**src/rtl/pelican_pkg.sv**
```systemverilog
// Shared types and sizes for the Pelican MAC feeder: word classes, FSM states,
// block/word widths and message FIFO depth.
package pelican_pkg;
  localparam int BLOCK_W    = 128;
  localparam int WORD_W     = 32;
  localparam int FIFO_DEPTH = 2;

  typedef enum logic [1:0] {
    TY_IV  = 2'b00,
    TY_KEY = 2'b01,
    TY_MSG = 2'b10,
    TY_RSV = 2'b11
  } stype_e;

  typedef enum logic [2:0] {
    S_IDLE,
    S_SEND_IV,
    S_KEY_WAIT,
    S_RUN,
    S_FLUSH
  } state_e;
endpackage

```
**src/rtl/pelican_block_fifo.sv**
```systemverilog
// Small message-block FIFO; a push into a full FIFO is accepted when a pop
// happens in the same cycle, leaving occupancy unchanged.
module pelican_block_fifo
  import pelican_pkg::*;
(
  input  logic               clk,
  input  logic               rst_n,
  input  logic               clr_i,
  input  logic               push_i,
  input  logic [BLOCK_W-1:0] push_data_i,
  input  logic               pop_i,
  output logic [BLOCK_W-1:0] head_o,
  output logic               full_o,
  output logic               empty_o
);
  localparam int AW = $clog2(FIFO_DEPTH);
  localparam int CW = $clog2(FIFO_DEPTH + 1);

  logic [BLOCK_W-1:0] mem_q [FIFO_DEPTH];
  logic [AW-1:0]      wr_q, rd_q;
  logic [CW-1:0]      cnt_q;
  logic               do_push, do_pop;

  assign empty_o = (cnt_q == '0);
  assign full_o  = (cnt_q == CW'(FIFO_DEPTH));
  assign do_pop  = pop_i & ~empty_o;
  assign do_push = push_i & (~full_o | do_pop);
  assign head_o  = mem_q[rd_q];

  function automatic logic [AW-1:0] nxt(input logic [AW-1:0] p);
    return (p == AW'(FIFO_DEPTH - 1)) ? '0 : p + AW'(1);
  endfunction

  always_ff @(posedge clk)
    if (do_push && !clr_i) mem_q[wr_q] <= push_data_i;

  always_ff @(posedge clk or negedge rst_n) begin
    if (!rst_n) begin
      wr_q  <= '0;
      rd_q  <= '0;
      cnt_q <= '0;
    end else if (clr_i) begin
      wr_q  <= '0;
      rd_q  <= '0;
      cnt_q <= '0;
    end else begin
      if (do_push) wr_q <= nxt(wr_q);
      if (do_pop)  rd_q <= nxt(rd_q);
      cnt_q <= cnt_q + CW'(do_push) - CW'(do_pop);
    end
  end
endmodule

```
**src/rtl/pelican_feeder.sv**
```systemverilog
// Assembles 32-bit host words into 128-bit IV/key/message blocks and presents
// them to the Pelican MAC on request through a registered din.
module pelican_feeder
  import pelican_pkg::*;
(
  input  logic               clk,
  input  logic               rst,
  input  logic               s_valid,
  output logic               s_ready,
  input  logic [WORD_W-1:0]  s_data,
  input  logic [1:0]         s_type,
  output logic               load_iv,
  input  logic               load_k,
  input  logic               load_m,
  output logic [BLOCK_W-1:0] din,
  input  logic               done,
  output logic               err
);
  state_e                    state_q;
  stype_e                    cls_q, ty;
  logic [1:0]                cnt_q;
  logic [BLOCK_W-WORD_W-1:0] asm_q;
  logic [BLOCK_W-1:0]        iv_q, key_q, din_q, blk, iv_d, key_d, fifo_head;
  logic key_vld_q, pend_k_q, pend_m_q, load_iv_q, err_q;
  logic rdy, xfer, bad, blk_done, iv_done, key_done, msg_done;
  logic k_go_kw, k_go, m_req, m_go, pop, byp, push, m_err;
  logic fifo_full, fifo_empty;

  assign ty = stype_e'(s_type);

  // Stall only the completing word of a message block that has nowhere to go.
  always_comb begin
    rdy = 1'b0;
    if (state_q == S_IDLE || state_q == S_KEY_WAIT || state_q == S_RUN) rdy = 1'b1;
    if (cnt_q == 2'd3 && cls_q == TY_MSG && fifo_full) rdy = 1'b0;
  end
  assign s_ready = rst & rdy;

  assign xfer     = s_valid & s_ready;
  assign bad      = xfer & ((ty == TY_RSV) | ((cnt_q != 2'd0) & (ty != cls_q)));
  assign blk_done = xfer & ~bad & (cnt_q == 2'd3);
  assign blk      = {asm_q, s_data};
  assign iv_done  = blk_done & (cls_q == TY_IV);
  assign key_done = blk_done & (cls_q == TY_KEY);
  assign msg_done = blk_done & (cls_q == TY_MSG);
  assign iv_d     = iv_done  ? blk : iv_q;
  assign key_d    = key_done ? blk : key_q;

  assign k_go_kw = (state_q == S_KEY_WAIT) & (load_k | pend_k_q) & (key_done | key_vld_q);
  assign k_go    = k_go_kw | ((state_q == S_RUN) & load_k);
  // A rekey wins the din register this cycle; the message request stays pending.
  assign m_req   = (state_q == S_RUN) & (load_m | pend_m_q);
  assign m_go    = m_req & ~load_k;
  assign pop     = m_go & ~fifo_empty;
  assign byp     = m_go & fifo_empty & msg_done;
  assign push    = msg_done & ~byp;
  assign m_err   = load_m & (state_q == S_IDLE || state_q == S_KEY_WAIT);

  pelican_block_fifo u_fifo (
    .clk         (clk),
    .rst_n       (rst),
    .clr_i       (state_q == S_FLUSH),
    .push_i      (push),
    .push_data_i (blk),
    .pop_i       (pop),
    .head_o      (fifo_head),
    .full_o      (fifo_full),
    .empty_o     (fifo_empty)
  );

  always_ff @(posedge clk or negedge rst) begin
    if (!rst) begin
      state_q   <= S_IDLE;
      cls_q     <= TY_IV;
      cnt_q     <= '0;
      asm_q     <= '0;
      iv_q      <= '0;
      key_q     <= '0;
      din_q     <= '0;
      key_vld_q <= 1'b0;
      pend_k_q  <= 1'b0;
      pend_m_q  <= 1'b0;
      load_iv_q <= 1'b0;
      err_q     <= 1'b0;
    end else begin
      load_iv_q <= 1'b0;
      if (xfer) begin
        if (bad) begin
          err_q <= 1'b1;
          cnt_q <= '0;
        end else begin
          if (cnt_q == 2'd0) cls_q <= ty;
          if (cnt_q != 2'd3) asm_q <= {asm_q[BLOCK_W-2*WORD_W-1:0], s_data};
          cnt_q <= cnt_q + 2'd1;
        end
      end
      iv_q  <= iv_d;
      key_q <= key_d;
      if (key_done) key_vld_q <= 1'b1;
      if (m_err)    err_q     <= 1'b1;
      if (k_go)     din_q     <= key_d;
      if (pop)      din_q     <= fifo_head;
      if (byp)      din_q     <= blk;
      if (m_req)    pend_m_q  <= ~(pop | byp);
      if (state_q == S_KEY_WAIT) begin
        if (k_go_kw)     pend_k_q <= 1'b0;
        else if (load_k) pend_k_q <= 1'b1;
      end
      case (state_q)
        S_IDLE: if (iv_done) begin
          state_q   <= S_SEND_IV;
          load_iv_q <= 1'b1;
          din_q     <= iv_d;
        end
        S_SEND_IV:  state_q <= S_KEY_WAIT;
        S_KEY_WAIT: if (k_go_kw) state_q <= S_RUN;
        S_RUN:      ;
        S_FLUSH: begin
          state_q   <= S_IDLE;
          pend_m_q  <= 1'b0;
          pend_k_q  <= 1'b0;
          key_vld_q <= 1'b0;
        end
        default:    state_q <= S_IDLE;
      endcase
      if (done && state_q != S_IDLE && state_q != S_FLUSH) state_q <= S_FLUSH;
    end
  end

  assign load_iv = load_iv_q;
  assign din     = din_q;
  assign err     = err_q;
endmodule
```
**config.mk**
```make
export PLATFORM = sky130hd
export DESIGN_NAME = pelican_feeder
export DESIGN_NICKNAME = d
export VERILOG_FILES = /design/src/rtl/pelican_pkg.sv /design/src/rtl/pelican_block_fifo.sv /design/src/rtl/pelican_feeder.sv
export SDC_FILE = /design/constraint.sdc
export NUM_CORES = 1
export LEC_CHECK = 0
export CAP_MARGIN = 20
export CELL_PAD_IN_SITES_DETAIL_PLACEMENT = 1
export CELL_PAD_IN_SITES_GLOBAL_PLACEMENT = 2
export CORE_MARGIN = 10
export CORE_UTILIZATION = 46
export CTS_BUF_LIST = sky130_fd_sc_hd__clkbuf_16
export CTS_CLUSTER_SIZE = 10
export DETAILED_ROUTE_END_ITERATION = 10
export DONT_BUFFER_PORTS = 1
export GPL_TIMING_DRIVEN = 0
export PLACE_DENSITY_LB_ADDON = 0.1
export RECOVER_POWER = 50
export SLEW_MARGIN = 5
export SYNTH_ARGS = -nofsm -noshare
export SYNTH_HDL_FRONTEND = slang
export SYNTH_SLANG_ARGS = --single-unit
```
**constraint.sdc**
```tcl
create_clock -name clk -period 8.7 [get_ports clk]
set_input_delay 0.87 -clock clk [delete_from_list [all_inputs] [get_ports clk]]
set_output_delay 0.87 -clock clk [all_outputs]
set_load 0.02 [all_outputs]
```
# --- Yosys cells after proc, flatten, opt, wreduce, memory -nomap -nowiden ---
# Memories as Yosys holds them, arrays and structs flattened.
# Index checks and enable logic that the tools add are counted.
# W data, S select, Z words.
totals:
  regBits: 496
  latchBits: 0
  ramBits: 256
  mem_bits_ro: 0
  elab_cells: 133
  mem_count: 1
memory_table:
  columns: ["memory", "depth", "word_bits", "rd", "rd_ports_with_merged_regs", "write_ports", "line", "text"]
  rows:
  - ["u_fifo.mem_q", 2, 128, 1, 0, 1, "pelican_block_fifo.sv:19", "logic [BLOCK_W-1:0] mem_q [FIFO_DEPTH];"]
classes:
  n_addsub: 5
  n_mul: 0
  div: 0
  n_lt_le_gt_ge: 0
  eq_ne: 15
  shift: 0
  n_mux: 36
  bitwise_logic: 34
  reduce_logical: 27
ops:
  columns: ["operator", "count"]
  rows:
  - ["$mux W128", 7]
  - ["$mux W1", 23]
  - ["$and A1 B1 Y1", 21]
  - ["$reduce_bool A2 Y1", 8]
  - ["$pmux W3 S4", 1]
  - ["$mux W3", 3]
  - ["$reduce_and A3 Y1", 3]
  - ["$eq A2 B2 Y1 const B", 4]
  - ["$or A1 B1 Y1", 7]
  - ["$eq A3 B2 Y1 const B", 2]
  - ["$logic_not A2 Y1", 3]
  - ["$ne A3 B2 Y1 const B", 2]
  - ["$not A1 Y1", 6]
  - ["$reduce_bool A3 Y1", 2]
  - ["$logic_and A1 B1 Y1", 5]
  - ["$mux W2", 2]
  - ["$reduce_and A2 Y1", 2]
  - ["$eq A3 B1 Y1 const B", 1]
  - ["$eq A3 B3 Y1 const B", 1]
  - ["$logic_not A3 Y1", 1]
  - ["$ne A3 B3 Y1 const B", 1]
  - ["$add A1 B1 Y1 const B", 2]
  - ["$add A2 B1 Y2", 1]
  - ["$add A2 B1 Y2 const B", 1]
  - ["7 further kinds", 8]

# --- Logic depth before layout (Yosys ltp) ---
# Gate-level depths: netlist (run 1).
logic_depth:
  depth_word: 20
  mapped_depth: 12
  mapped_depth_nobuf: 10

# --- Hierarchy ---
# From an unflattened synthesis (run 1), not the netlist that was laid out.
hier_totals:
  hier_cells: 1615
  area_unflattened_um2: 25583.3
by_module_without_submodules:
  columns: ["mod", "instances", "cells_per_inst", "area_each_um2", "seq_area_each_um2"]
  rows:
  - ["pelican_feeder", 1, 1188, 16079.2, 9108.7]
  - ["pelican_block_fifo", 1, 427, 9504.1, 7787.5]

# --- Least setup slack after synthesis (run 1) ---
# OpenSTA, ideal clock, no wires.
synth_path:
  kind: "input port to flip-flop"
  startpoint: "input port rst"
  endpoint: "memory u_fifo.mem_q[0][0] (enable)"
  arrival_time_ns: 7.617
  path_slack_ns: 0.451
  stages: 5
  n_path_buf: 0
  cell_sequence: "nor2b_1 > o2111ai_1 > nand3b_4 > a211oi_1 > nor2b_1"
synth_between:
  elab_chain_len: 14
synth_lines:
  columns: ["element", "line", "text"]
  rows:
  - ["start, declared", "pelican_feeder.sv:7", "input logic rst,"]
  - ["$and A1 B1 Y1 *", "pelican_feeder.sv:37", "assign s_ready = rst & rdy;"]
  - ["$and A1 B1 Y1 *", "pelican_feeder.sv:39", "assign xfer = s_valid & s_ready;"]
  - ["$and A1 B1 Y1", "pelican_feeder.sv:40", "assign bad = xfer & ((ty == TY_RSV) | ((cnt_q != 2'd0) & (ty != cls_q)));"]
  - ["$not A1 Y1 (no source line)", null, null]
  - ["$and A1 B1 Y1 * (2 in a row)", "pelican_feeder.sv:41", "assign blk_done = xfer & ~bad & (cnt_q == 2'd3);"]
  - ["$and A1 B1 Y1 *", "pelican_feeder.sv:45", "assign msg_done = blk_done & (cls_q == TY_MSG);"]
  - ["$and A1 B1 Y1", "pelican_feeder.sv:55", "assign byp = m_go & fifo_empty & msg_done;"]
  - ["$not A1 Y1", "pelican_feeder.sv:56", "assign push = msg_done & ~byp;"]
  - ["$and A1 B1 Y1 *", "pelican_feeder.sv:56", null]
  - ["$and A1 B1 Y1 *", "pelican_block_fifo.sv:27", "assign do_push = push_i & (~full_o | do_pop);"]
  - ["$logic_and A1 B1 Y1 *", "pelican_block_fifo.sv:35", "if (do_push && !clr_i) mem_q[wr_q] <= push_data_i;"]
  - ["$mux W1 *", "pelican_block_fifo.sv:35", null]
  - ["$mux W1 (not written as such) *", "pelican_block_fifo.sv:35", null]
  - ["end, declared", "pelican_block_fifo.sv:19", null]
# Mark *: on every way between the ends. The rest lies on a longest branch, timed or not.

# --- Worst setup path after layout (run 1) ---
layout_path:
  startpoint: "register cnt_q[0]"
  endpoint: "memory u_fifo.mem_q[0][51] (enable)"
layout_between:
  elab_chain_len: 18
  elab_cells_between_ends: 21
  classes_between: "eq/ne: 1; mux: 3; bitwise: 13; reduce/logical: 4"
layout_lines:
  columns: ["element", "line", "text"]
  rows:
  - ["start, declared", "pelican_feeder.sv:21", "logic [1:0] cnt_q;"]
  - ["start signal, assigned", "pelican_feeder.sv:94", "cnt_q <= cnt_q + 2'd1;"]
  - ["$eq A2 B2 Y1", "pelican_feeder.sv:35, pelican_feeder.sv:41", null]
  - ["$logic_and A1 B1 Y1 (2 in a row)", "pelican_feeder.sv:35", "if (cnt_q == 2'd3 && cls_q == TY_MSG && fifo_full) rdy = 1'b0;"]
  - ["$mux W1", "pelican_feeder.sv:35", null]
  - ["$and A1 B1 Y1", "pelican_feeder.sv:37", null]
  - ["$and A1 B1 Y1", "pelican_feeder.sv:39", null]
  - ["$and A1 B1 Y1", "pelican_feeder.sv:40", null]
  - ["$not A1 Y1 (no source line)", null, null]
  - ["$and A1 B1 Y1", "pelican_feeder.sv:41", null]
  - ["$and A1 B1 Y1 *", "pelican_feeder.sv:41", null]
  - ["$and A1 B1 Y1 *", "pelican_feeder.sv:45", null]
  - ["$and A1 B1 Y1", "pelican_feeder.sv:55", null]
  - ["$not A1 Y1", "pelican_feeder.sv:56", null]
  - ["$and A1 B1 Y1 *", "pelican_feeder.sv:56", null]
  - ["$and A1 B1 Y1 *", "pelican_block_fifo.sv:27", null]
  - ["$logic_and A1 B1 Y1 *", "pelican_block_fifo.sv:35", null]
  - ["$mux W1 *", "pelican_block_fifo.sv:35", null]
  - ["$mux W1 (not written as such) *", "pelican_block_fifo.sv:35", null]
# Marks and branches as above.

==> flow_summary.ini, run 1 <==
[worst_setup_path]
end_kind = flop
path_cells = ha_1 -> nand3b_1 -> o2111ai_1 -> nand3b_1 -> a211oi_1 -> nor2b_4 -> buf_12 -> buf_12 -> buf_12 -> buf_16
arrival_ns = 4.50
path_buf_inv = 4
cp.depth = 10
path_delay_family = simple AND/OR/NAND/NOR gates
cp_max_fo = 23
critPathKind = reg -> reg
start_kind = flop
crit_slowest_cell = nor2b_4
critPathMaxStageDelay_ns = 0.76
required_ns = 9.00
worstRegToRegCells = 10
cp_common_cell = buf_12

[clocking]
numCtsBuffers = 73
clock_path_buffers = 3
cts_root_buf = clkbuf_16
h-tree-depth = 3
cts.clk_slew.worst_paths_ns = 0.06
worstSkewPairLatency_ns = 0.61
tritoncts = yes
clock_sinks = 624
post_cts_buffers = 0

[detailed_routing]
vias = 13545
drt_iter0_markers = 786
post-route-drc-count = 0
wl_mm = 64.15
viasPerCell = 5.701
drtPass1Iterations = 4
antenna_left = 0
wl_per_cell_microns = 27.00

[logic_synthesis]
ys_async_sr_fraction_pct = 58.97
yosysWarnings = 0
synth-edff-count = 256
ys_types = 42
syn_inst = 1544
yosys.area.top_type = dfrtp_1
avgSynthCellArea_sq_um = 15.97
synth_seq_cells = 624
synth_top_area_share_pct = 37.34
synth.area.top_cells = dfrtp_1 (37%), edfxtp_1 (31%), mux2i_1 (10%)
yosysSeqAreaShare_pct = 68.50
syn-num-nets = 1588
synth_flop_cell = dfrtp_1
synth_area_sq_um = 24660

[pwr]
clkPwrFrac_pct = 33.5
leakagePower_nw = 10.95
swShare_pct = 29.21
power_switching_w = 0.002424
power_density_nw_per_um2 = 296.7
ir_drop_uv = 188.5
p_int_w = 0.005874
seq_power_share_pct = 56.2
power_frac_comb_pct = 10.3

[placement]
hpwl_mm = 42.52
postPlaceCellArea_sq_um = 25730
io_buffers = 0
gp_congestion = 0.7629
dp_slack_ns = 4.261

[status]
status = finished, violations left
violations = max-capacitance violations, max-slew violations

[job]
maxCapViolations = 1

[floorplanning]
die_w_microns = 251.6
die_h_microns = 251.6
rows = 84
start_util_pct = 46.66
ios = 171
die-area_sq_um = 63280
coreArea_sq_um = 52870

[final_layout]
drive_gt1_share_pct = 22.05
area_growth_pct = 13.41
nets = 1677
final_area_sq_um = 27970
final_core_util_pct = 52.91

[sta]
hold_viol_final = 0
fin_skew_ns = 0.02749
fin_crit_sh_pct = 48.28
rsz0062_at_grt = no
max_freq_mhz = 238.1
max_slew.worst_pin.slew_ns = 1.541
fin_crit_ns = 4.201
timing.final.ws_setup_ns = 4.499
setup_viol = 0
tns_ns = 0
drv_slew = 27
max-slew-margin-rel_pct = -2.764

[global_routing]
grt_usage_pct = 20.28
grt_max_degree = 370
grt-ovfl-total = 0
antenna_found_initial = 4
grt_pass1_vias = 14743
grt_pass1_wl_mm = 97.27

[hold_path]
hold_class = in -> async
sequential cells by signal, indices dropped and copies added (netlist names):
register and count:
u_fifo.cnt_q 2, asm_q 96, u_fifo.mem_q 256, pend_k_q 1, din 128, load_iv 1
state_q 3, u_fifo.rd_q 1, key_vld_q 1, key_q 128, u_fifo.wr_q 1, pend_m_q 1
cnt_q 2, cls_q 2, err 1
worst paths after layout:
check / start / endpoint / slack [ns]
setup / recovery: cnt_q[0]$_DFFE_PN0N_ / u_fifo.mem_q[0][51]$_DFFE_PP_ / 4.50
hold / removal: rst / asm_q[95]$_DFFE_PN0P_ / 0.03
setup reg to reg: cnt_q[0]$_DFFE_PN0N_ / u_fifo.mem_q[0][51]$_DFFE_PP_ / 4.50
hold reg to reg: key_q[84]$_DFF_PN0_ / key_q[84]$_DFF_PN0_ / 0.49
max in group asynchronous: rst / asm_q[81]$_DFFE_PN0P_ / 7.10
min in group clk: done / state_q[1]$_DFFE_PN0P_ / 0.35
cells in the final DEF (no fill, tap or decap), drive strengths merged:
master | Yosys | routed
dfrtp | 368 | 368
mux2i | 256 | 256
edfxtp | 256 | 256
mux2 | 226 | 226
nand2 | 134 | 134
o221ai | 128 | 128
clkbuf | 44 | 124
buf | 51 | 60
inv | 10 | 58
nor2 | 12 | 12
o21ai | 10 | 10
a21oi | 8 | 8
nand2b | 4 | 4
ha | 4 | 4
dlygate4sd3 | 0 | 4
nor2b | 4 | 4
xor2 | 3 | 3
nor3 | 3 | 3
xnor2 | 3 | 3
nand3b | 3 | 3
nand3 | 2 | 2
and3 | 2 | 2
clkinv | 0 | 2
diode | 0 | 1
a211oi | 1 | 1
o211a | 1 | 1
and2 | 1 | 1
nor4b | 1 | 1
o2bb2ai | 1 | 1
a22oi | 1 | 1
a311o | 1 | 1
and4b | 1 | 1
a21o | 1 | 1
o2111ai | 1 | 1
nor3b | 1 | 1
nor4 | 1 | 1
a311oi | 1 | 1
Yosys cell counts (2+ instances only):
master / count
nand2b_1: 4
nand3_1: 2
nor3_1: 3
inv_1: 10
and3_1: 2
o221ai_1: 128
buf_6: 12
nor2b_1: 4
ha_1: 4
xor2_1: 3
buf_4: 6
o21ai_0: 7
edfxtp_1: 256
buf_2: 32
nand2_1: 134
a21oi_1: 8
o21ai_1: 2
xnor2_1: 3
dfrtp_1: 368
nor2_1: 11
mux2_2: 226
mux2i_1: 256
clkbuf_1: 44
logic make-up (layout without fill, tap and decap cells):
family / count (synthesis) / after routing / share of synthesized area, %
flip-flops: 624 / 624 / 68.50
multiplexers: 482 / 482 / 20.71
adder cells (fa/ha/maj): 4 / 4 / 0.2029
AO/OA/AOI/OAI: 154 / 154 / 5.230
AND/OR/NAND/NOR: 169 / 169 / 2.927
other: 0 / 1 / 0
XOR/XNOR: 6 / 6 / 0.2131
buffers and inverters: 105 / 248 / 2.217
stage by stage:
stage          instances  hold WS, ns  total power (W)
4_1_cts             2369     -0.04842         0.008392
3_3_place_gp        2232       0.4775         0.005506
3_5_place_dp        2240       0.4816         0.005588
2_1_floorplan       1544       0.4704         0.005064
6_report            2376      0.03441         0.008298
5_1_grt             2375     0.009022         0.008719
what timing repair did:
item | 4_1_cts | 5_1_grt
gates resized for setup | 0 | 0
hold endpoints to repair | 368 | 12
endpoints found under the setup margin | 0 | 0
cell type report:
cell class                 count  area (sq um)
multi-input combinational    815          7219
inverter                      10         37.54
timing repair buffer          14         269.0
clock inverter                50         200.2
sequential                   624         16900
tap                          688         860.8
clock buffer                  79          1977
buffer                        95         509.2
fill                        4940         24890
antenna                        1         2.502
power by group through the flow:
stage                     combinational, W  sequential [W]  clock (W)
after floorplan                   0.000720         0.00434          0
after global routing              0.000963         0.00477    0.00298
after global placement            0.000799         0.00471          0
final                             0.000854         0.00466    0.00278
after detailed placement          0.000845         0.00474          0
after CTS                         0.000852         0.00469    0.00285
metal layers:
| layer | global-route usage (%) | wire length (microns) | vias to the layer above |
|---|---|---|---|
| met2 | 33.71 | 31590 | 246 |
| met1 | 25.70 | 27450 | 7198 |
| li1 | - | - | 6036 |
| met5 | 0 | 0 | - |
| met3 | 5.624 | 3933 | 65 |
| met4 | 5.661 | 1175 | 0 |
Power figures use the tool's default switching activity.
==> run 2: changes to the inputs <==
CORE_UTILIZATION = 41   (was 46)
clock period = 3.73 ns   (was 8.7 ns; I/O delays follow)
==> run 2 against run 1 <==
Compared with the run above:
- the run ends with negative hold slack left
- design area up 1.3%
- worst hold slack worse by 0.55 ns
- setup slack worse by 4.2 ns
- first-iteration DRC count down 22%
- clock power up 130%
- critical path type unchanged
- critical endpoint is now u_fifo.mem_q[0][17]$_DFFE_PP_
- largest power group unchanged
==> flow_summary.ini, run 2 (synthesis results as in run 1) <==
[clocking]
worstSkewPairLatency_ns = 0.60
numCtsBuffers = 74
tritoncts = yes
clock_path_buffers = 3
cts.clk_slew.worst_paths_ns = 0.06
hold_buffers = 36
cts_root_buf = clkbuf_16
h-tree-depth = 3
post_cts_buffers = 0
clock_sinks = 624

[sta]
hold_viol_final = 368
rsz0062_at_grt = no
max_freq_mhz = 288.7
hold_ws_ns = -0.5122
max-slew-margin-rel_pct = 36.08
tns_ns = 0
fin_crit_ns = 3.464
fin_crit_sh_pct = 92.88
drv_slew = 0
setup_viol = 0
max_slew.worst_pin.slew_ns = 0.9588
timing.final.ws_setup_ns = 0.2656
fin_skew_ns = 0.02455

[worst_setup_path]
cp_max_fo = 26
end_kind = flop
worstRegToRegCells = 8
start_kind = flop
required_ns = 4.01
critPathKind = reg -> reg
cp_common_cell = buf_12
path_cells = inv_1 -> nor4_2 -> xor2_1 -> a211oi_4 -> nor2b_4 -> buf_12 -> buf_12 -> buf_12
crit_slowest_cell = nor2b_4
critPathMaxStageDelay_ns = 0.71
arrival_ns = 3.75

[global_routing]
grt_usage_pct = 18.38
grt_pass1_vias = 14824
grt_max_degree = 370
antenna_found_initial = 2
grt_pass1_wl_mm = 97.89
grt-ovfl-total = 0

[detailed_routing]
vias = 13596
drt_iter0_markers = 617
drtPass1Iterations = 5
wl_mm = 64.54
antenna_left = 0
post-route-drc-count = 0
viasPerCell = 5.445
wl_per_cell_microns = 25.85

[floorplanning]
coreArea_sq_um = 59240
die_w_microns = 265.3
rows = 89
die-area_sq_um = 70370
die_h_microns = 265.3
start_util_pct = 41.63
ios = 171

[pwr]
leakagePower_nw = 11.07
totalPowerFinal_w = 0.01929
ir_drop_uv = 442.5
power_density_nw_per_um2 = 680.5

[final_layout]
final_cell_mix = dfrtp_1 (368), mux2i_1 (256), edfxtp_1 (256), mux2_2 (226), nand2_1 (134)
largest_reg_flops = 256
layout_commonest_cell = dfrtp_1
fin_cells = 2497
largest_register = u_fifo.mem_q
drive_gt1_share_pct = 21.85
area_growth_pct = 14.93
nets = 1708

[placement]
gp_congestion = 0.7535
io_buffers = 0
hpwl_mm = 43.59
dp_slack_ns = 0.06576
placedCellCount = 2325

[status]
status = finished, violations left
violations = negative hold slack

[job]
maxCapViolations = 0

[hold_path]
hold_class = in -> async
run 2: cell types whose count changed in the layout (fill, tap and decap cells not counted), moves of 2 or more:
cell,before,now
buf_16,6,2
inv_1,58,62
clkbuf_1,45,43
dlygate4sd3_1,4,36
buf_12,3,6
diode_2,1,3
clkbuf_16,79,76
run 2: layout make-up:
cell class	instances	area, sq um
Multi-Input combinational cell	815	7253
Fill cell	5724	30890
Antenna cell	3	7.507
Buffer	95	510.5
Timing Repair Buffer	44	535.5
Clock inverter	57	237.7
Tap cell	773	967.2
Clock buffer	76	1902
Inverter	10	37.54
Sequential cell	624	16900
run 2: what timing repair did:
item	CTS	global route
endpoints found under the hold margin	534	368
gates resized for setup	0	3
endpoints found under the setup margin	0	1
run 2: per-stage QoR:
stage	cell area, sq um	util, %
2_1_floorplan	24690	-
3_3_place_gp	25660	43.32
5_1_grt	28340	47.84
3_5_place_dp	25840	43.62
6_report	28350	47.85
4_1_cts	28340	47.84
run 2: critical path: cells and delay by family (launching register included):
family	cells	cell delay [ns]
flip-flops	1	0.46
XOR/XNOR	1	0.18
AND/OR/NAND/NOR	2	1.20
buffers and inverters	4	0.93
AO/OA/AOI/OAI	1	0.36
run 2: routing by layer:
layer / global-route usage [%] / share of wire (%) / vias to the layer above
li1: - / - / 6098
met1: 22.85 / 42 / 7174
met2: 30.56 / 49 / 227
met3: 5.601 / 6.2 / 97
met4: 5.234 / 2.5 / 0
met5: 0 / 0 / -
run 2: power breakdown:
group          internal (W)  total, W  switching, W  leakage (nW)
clock               0.00365   0.00638       0.00272          1.23
sequential          0.00874    0.0109       0.00217          7.20
combinational       0.00122   0.00201      0.000794          2.63
total                0.0136    0.0193       0.00568          11.1
run 2: final timing paths:
| check | start | end | slack [ns] |
|---|---|---|---|
| max | state_q[0]$_DFFE_PN0P_ | u_fifo.mem_q[0][17]$_DFFE_PP_ | 0.27 |
| min | rst | cls_q[1]$_DFFE_PN0P_ | -0.51 |
| max reg2reg | state_q[0]$_DFFE_PN0P_ | u_fifo.mem_q[0][17]$_DFFE_PP_ | 0.27 |
| min reg2reg | key_q[53]$_DFF_PN0_ | key_q[53]$_DFF_PN0_ | 0.49 |
| max in group asynchronous | rst | key_q[51]$_DFF_PN0_ | 3.70 |
| min in group clk | load_k | pend_m_q$_DFFE_PN0P_ | 0.04 |
==> run 3: changes to the inputs <==
CORE_UTILIZATION = 40   (was 41)
PLACE_DENSITY_LB_ADDON = 0.2   (was 0.1)
clock period = 3.75 ns   (was 3.73 ns; I/O delays follow)
==> run 3 against run 2 <==
Compared with the run above:
- the run still ends with negative hold slack left
- clock skew down 0.010 ns
- via count about the same
- clock power up 1%
- critical path depth up 4
- sequential share of layout area down 0.24 points
- first-iteration DRC count up 6.3%
- combinational power about the same
- maximum frequency up 2.9%
- largest cell class unchanged
- design area up 0.40%
==> flow_summary.ini, run 3 (synthesis results as in run 1) <==
[worst_setup_path]
critPathMaxStageDelay_ns = 0.55
critPathKind = reg -> reg
path_cells = inv_1 -> nor4_2 -> o21ai_2 -> clkbuf_2 -> clkbuf_1 -> inv_1 -> ha_1 -> inv_1 -> ha_1 -> xor2_1 -> xnor2_1 -> nor2_1
crit_slowest_cell = nor4_2
start_kind = flop
cp_max_fo = 10
r2r-start = state_q[0]$_DFFE_PN0P_
path_buf_inv = 5
arrival_ns = 3.83
startpoint = state_q[0]$_DFFE_PN0P_
path_delay_family = buffers and inverters
end_kind = flop
cp_common_cell = inv_1
required_ns = 4.21

[detailed_routing]
wl_per_cell_microns = 25.85
viasPerCell = 5.437
post-route-drc-count = 0
antenna_left = 0
drtPass1Iterations = 4
drt_iter0_markers = 656
vias = 13609
wl_mm = 64.70

[sta]
setup_viol = 0
max_slew.worst_pin.slew_ns = 1.409
fin_crit_ns = 3.368
hold_ws_ns = -0.4924
max_freq_mhz = 296.9
max-slew-margin-rel_pct = 6.099
timing.final.ws_setup_ns = 0.3823
hold_viol_final = 368
fin_skew_ns = 0.01451
drv_slew = 0
fin_crit_sh_pct = 89.80
rsz0062_at_grt = no

[clocking]
tritoncts = yes
h-tree-depth = 3
hold_buffers = 37
numCtsBuffers = 74
worstSkewPairLatency_ns = 0.61
post_cts_buffers = 0
cts_root_buf = clkbuf_16
cts.clk_slew.worst_paths_ns = 0.06
clock_path_buffers = 3
clock_sinks = 624

[global_routing]
grt_max_degree = 370
antenna_found_initial = 1
grt_pass1_vias = 14851
grt_usage_pct = 18.25
grt_pass1_wl_mm = 97.93
grt-ovfl-total = 0

[placement]
gp_congestion = 0.7639
io_buffers = 0
dp_slack_ns = -0.002953
hpwl_mm = 43.91

[final_layout]
fill_cells = 5810
largest_register = u_fifo.mem_q
largest_reg_flops = 256
final_cell_mix = dfrtp_1 (368), mux2i_1 (256), edfxtp_1 (256), mux2_2 (226), nand2_1 (134)
register_area_sq_um = 16900
nets = 1710
area_growth_pct = 15.39
drive_gt1_share_pct = 22.05
layout_commonest_cell = dfrtp_1
multi_input_area_sq_um = 7257

[floorplanning]
die-area_sq_um = 72000
ios = 171
die_w_microns = 268.3
coreArea_sq_um = 60700
die_h_microns = 268.3
rows = 90
start_util_pct = 40.64

[pwr]
ir_drop_uv = 436.9
leakagePower_nw = 11.08
power_density_nw_per_um2 = 678.7
totalPowerFinal_w = 0.01932

[status]
status = finished, violations left
violations = negative hold slack

[hold_path]
hold_class = in -> async

[job]
maxCapViolations = 0
## run 3: per-stage QoR
stage | setup TNS [ns] | utilization, % | instances | instance area, sq um
final | 0 | 46.89 | 2503 | 28460
after global routing | 0 | 46.88 | 2501 | 28450
after CTS | 0 | 46.87 | 2501 | 28450
after detailed placement | -0.002953 | 42.68 | 2335 | 25910
after global placement | -422.27 | 42.30 | 2326 | 25670
after floorplan | -13.27 | - | 1544 | 24690
## run 3: final timing paths
| kind | end | slack [ns] | depth (start not counted) |
|---|---|---|---|
| min in group clk | cnt_q[1]$_DFFE_PN0N_ | 0.05 | 2 |
| setup reg to reg | u_fifo.cnt_q[1]$_DFF_PN0_ | 0.38 | 12 |
| hold / removal | key_q[124]$_DFF_PN0_ | -0.49 | 0 |
| max in group asynchronous | key_q[57]$_DFF_PN0_ | 3.14 | 0 |
| hold reg to reg | key_q[10]$_DFF_PN0_ | 0.49 | 1 |
| setup / recovery | u_fifo.cnt_q[1]$_DFF_PN0_ | 0.38 | 12 |
## run 3: final cells by class
cell class	instances	area share (%)
inverter	10	0.1319
antenna	2	0.01759
clock inverter	50	0.6858
clock buffer	79	6.946
timing repair buffer	46	2.119
sequential	624	59.37
multi-input combinational	815	25.50
buffer	95	1.794
tap	782	3.438
## run 3: layer usage
metal	part of all wire (%)	track usage, %	routed length [microns]
met3	5.9	5.439	3829
met5	0	0	0
met2	50	30.67	32090
met1	42	22.50	27290
met4	2.3	5.145	1481
## run 3: repair_timing
action / 4_1_cts / 5_1_grt
gates resized for setup: 1 / 1
endpoints found under the setup margin: 1 / 1
hold endpoints to repair: 535 / 368
## run 3: power breakdown
part / switching [W] / total, W / internal [W]
Sequential: 0.00215 / 0.0108 / 0.00869
Clock: 0.00272 / 0.00647 / 0.00375
Combinational: 0.000789 / 0.00200 / 0.00121
## run 3: worst reg2reg max path, stage by stage, from the launching register on
cell and delay (ns):
dfrtp_1 0.46, inv_1 0.17, nor4_2 0.55, o21ai_2 0.30
clkbuf_2 0.37, clkbuf_1 0.43, inv_1 0.15, ha_1 0.23
inv_1 0.06, ha_1 0.16, xor2_1 0.18, xnor2_1 0.14
nor2_1 0.05
==> variant (flow settings as in run 3) <==
Make the reset (`rst` and `rst_n`) synchronous in 2 clocked blocks.
--- a/src/rtl/pelican_block_fifo.sv
+++ b/src/rtl/pelican_block_fifo.sv
@@ -36,3 +36,3 @@
 
-  always_ff @(posedge clk or negedge rst_n) begin
+  always_ff @(posedge clk) begin
     if (!rst_n) begin
--- a/src/rtl/pelican_feeder.sv
+++ b/src/rtl/pelican_feeder.sv
@@ -70,3 +70,3 @@
 
-  always_ff @(posedge clk or negedge rst) begin
+  always_ff @(posedge clk) begin
     if (!rst) begin
Function: differs if rst is asserted again (counterexample within 4 cycles, from zero or initial values and one cycle with rst low); with rst held inactive, the same outputs for 4 cycles.
==> variant against run 3 <==
- setup slack improved by 94 ps
- cell area rose by 5.9%
- sequential cell count rose by 1
- wire length rose by 38%
- sequential share of layout area shrank 9.3 points
- die area grew 6.0%
- first-iteration DRC count rose by 80%
- global-route usage up 4.4 points
- area after synthesis grew 6.5%
- critical endpoint is now key_q[120]
- highest routed layer unchanged
Power is not compared: it rests on default switching activity, and its combinational part moved more than twofold at a synthesized area within 25%.
==> variant: results (changes against run 3) <==
- Status: completed (was finished with violations)
- Fraction of the yosys area taken by sequential cells: 57.41% (was 68.50%)
* Number of library cell types mapped by synthesis: 54 (was 42)
- The pin count of the biggest net entering global routing was 29 (was 370).
* Power drawn by the combinational cells: 0.403 mW
- Final WS setup: 476.4 ps (was 382.3 ps)
* Final setup skew: 14.99 ps (was 14.51 ps)
* Diodes inserted: 0 (was 2)
- Vias in the first global route: 20870 (was 14850)
- Slew Limit Headroom: 26.66% (was 6.099%)
- Leading post-synthesis cells by instance count: sky130_fd_sc_hd__nand2_1 (459), sky130_fd_sc_hd__dfxtp_1 (369), sky130_fd_sc_hd__nor2_1 (283), sky130_fd_sc_hd__a21oi_1 (275), sky130_fd_sc_hd__edfxtp_1 (256) (was sky130_fd_sc_hd__dfrtp_1 (368), sky130_fd_sc_hd__edfxtp_1 (256), sky130_fd_sc_hd__mux2i_1 (256), sky130_fd_sc_hd__mux2_2 (226), sky130_fd_sc_hd__nand2_1 (134)).
- Antenna violations before repair: 0 (was 1)
- Dominant register cell in the synthesized netlist: sky130_fd_sc_hd__dfxtp_1 (was sky130_fd_sc_hd__dfrtp_1)
* Routability congestion estimate: 0.8649 (was 0.7639)
- Arrival time at the worst endpoint: 3800 ps (was 3830 ps)
- Top area cells in the synthesized netlist: sky130_fd_sc_hd__edfxtp_1 (29%), sky130_fd_sc_hd__dfxtp_1 (28%), sky130_fd_sc_hd__nand2_1 (6.6%) (was sky130_fd_sc_hd__dfrtp_1 (37%), sky130_fd_sc_hd__edfxtp_1 (31%), sky130_fd_sc_hd__mux2i_1 (10%))
* Reg-to-Reg End: key_q[120] (was u_fifo.cnt_q[1])
* FP Rows: 93 (was 90)
- Ratio of cells with drive above 1 in the final layout: 13.33% (was 22.05%)
- The post-CTS resize count is 0 (was 1).
* Drt first-iter violations: 1183 (was 656)
- Count of TritonRoute iterations in the first routing pass: 5 (was 4)
* Global-route wire length before repair: 133900 µm (was 97930 µm)
- The net total in the final layout is 2696 (was 1710).
- Synth Net Count: 2570 (was 1588)
* Post-CTS clock slew at the launch and capture registers of the worst setup and hold paths: 60 ps (about the same)
* Biggest fanout along the worst timing path: 10 (unchanged)
- Number of CTS-inserted buffers: 75 (was 74)
- The path category of the worst min-delay check was primary input to flop (was primary input to asynchronous set/reset pin).
- The global-route usage over all layers is 22.64% (was 18.25%).
* Hold Buf Count CTS: 36 (was 37)
* Critical register-to-register path startpoint: cnt_q[0] (was state_q[0])
- Via-to-Cell Ratio: 5.566 (was 5.437)
- The average wire per standard cell came to 25.05 µm (was 25.85 µm).
- The pre-CTS worst setup slack is 583.1 ps (was -2.953 ps).
[variant: cell count changes after synthesis, sizes merged, moves of 127 or more]
cell / run 3 / this run
nand2: 134 / 459
nor2: 12 / 284
dfxtp: 0 / 369
mux2i: 256 / 128
o311ai: 0 / 127
or3: 0 / 129
dfrtp: 368 / 0
o22ai: 0 / 128
o221ai: 128 / 0
mux2: 226 / 0
a21oi: 8 / 355
[variant: area by class of cell]
cell class | instances | area (µm²)
Buffer | 221 | 1149
Clock buffer | 80 | 2002
Clock inverter | 53 | 206.4
Fill cell | 7126 | 34570
Inverter | 14 | 52.55
Multi-Input combinational cell | 1666 | 9955
Sequential cell | 625 | 15070
Tap cell | 855 | 1070
Timing Repair Buffer | 49 | 620.6
[variant: worst max-delay path: stages, from the launching register on]
cell                       delay [ps]
sky130_fd_sc_hd__dfxtp_1          340
sky130_fd_sc_hd__inv_1             70
sky130_fd_sc_hd__ha_1             220
sky130_fd_sc_hd__o21ba_2          170
sky130_fd_sc_hd__o211a_4          190
sky130_fd_sc_hd__and3_1           150
sky130_fd_sc_hd__clkbuf_1         520
sky130_fd_sc_hd__buf_6            320
sky130_fd_sc_hd__buf_4            220
sky130_fd_sc_hd__clkbuf_1         470
sky130_fd_sc_hd__buf_4            280
sky130_fd_sc_hd__nand2_1           80
sky130_fd_sc_hd__a21oi_1          140
[variant: cells by family (layout without fill, tap and decap cells)]
group | after synthesis | after routing | synth area share (%)
adder cells (fa/ha/maj) | 4 | 4 | 0.1906
XOR/XNOR | 5 | 5 | 0.1668
buffers and inverters | 235 | 417 | 4.613
multiplexers | 128 | 128 | 4.880
AND/OR/NAND/NOR | 898 | 898 | 14.44
flip-flops | 625 | 625 | 57.41
AO/OA/AOI/OAI | 631 | 631 | 18.30
[variant: per-layer routing]
layer  vias up  GRT usage, %  part of all wire, %
met4         0         7.029                  3.1
met5         -             0                    0
met3       148         5.314                  5.6
met1      9965         27.37                   42
li1       9314             -                    -
met2       404         39.23                   50
[variant: per-stage QoR]
| step | instance area [µm²] | instances | hold WS (ps) |
|---|---|---|---|
| floorplan | 26280 | 2526 | 432.0 |
| global placement | 27350 | 3381 | 437.0 |
| detailed placement | 27620 | 3394 | 445.1 |
| CTS | 30190 | 3563 | 8.909 |
| global route | 30130 | 3563 | 16.60 |
| finish | 30130 | 3563 | 30.04 |
[variant: worst min-delay path by stage]
| stage | slack (ps) | cells after the start | end | start |
|---|---|---|---|---|
| 3_5_place_dp | 450 | 2 | key_q[99] | key_q[99] |
| 5_1_grt | 20 | 2 | din[21] | s_data[21] |
| 4_1_cts | 9 | 2 | din[21] | s_data[21] |
| 3_3_place_gp | 440 | 2 | key_q[85] | key_q[85] |
| 2_1_floorplan | 430 | 2 | key_q[0] | key_q[0] |
| 6_report | 30 | 2 | din[21] | s_data[21] |
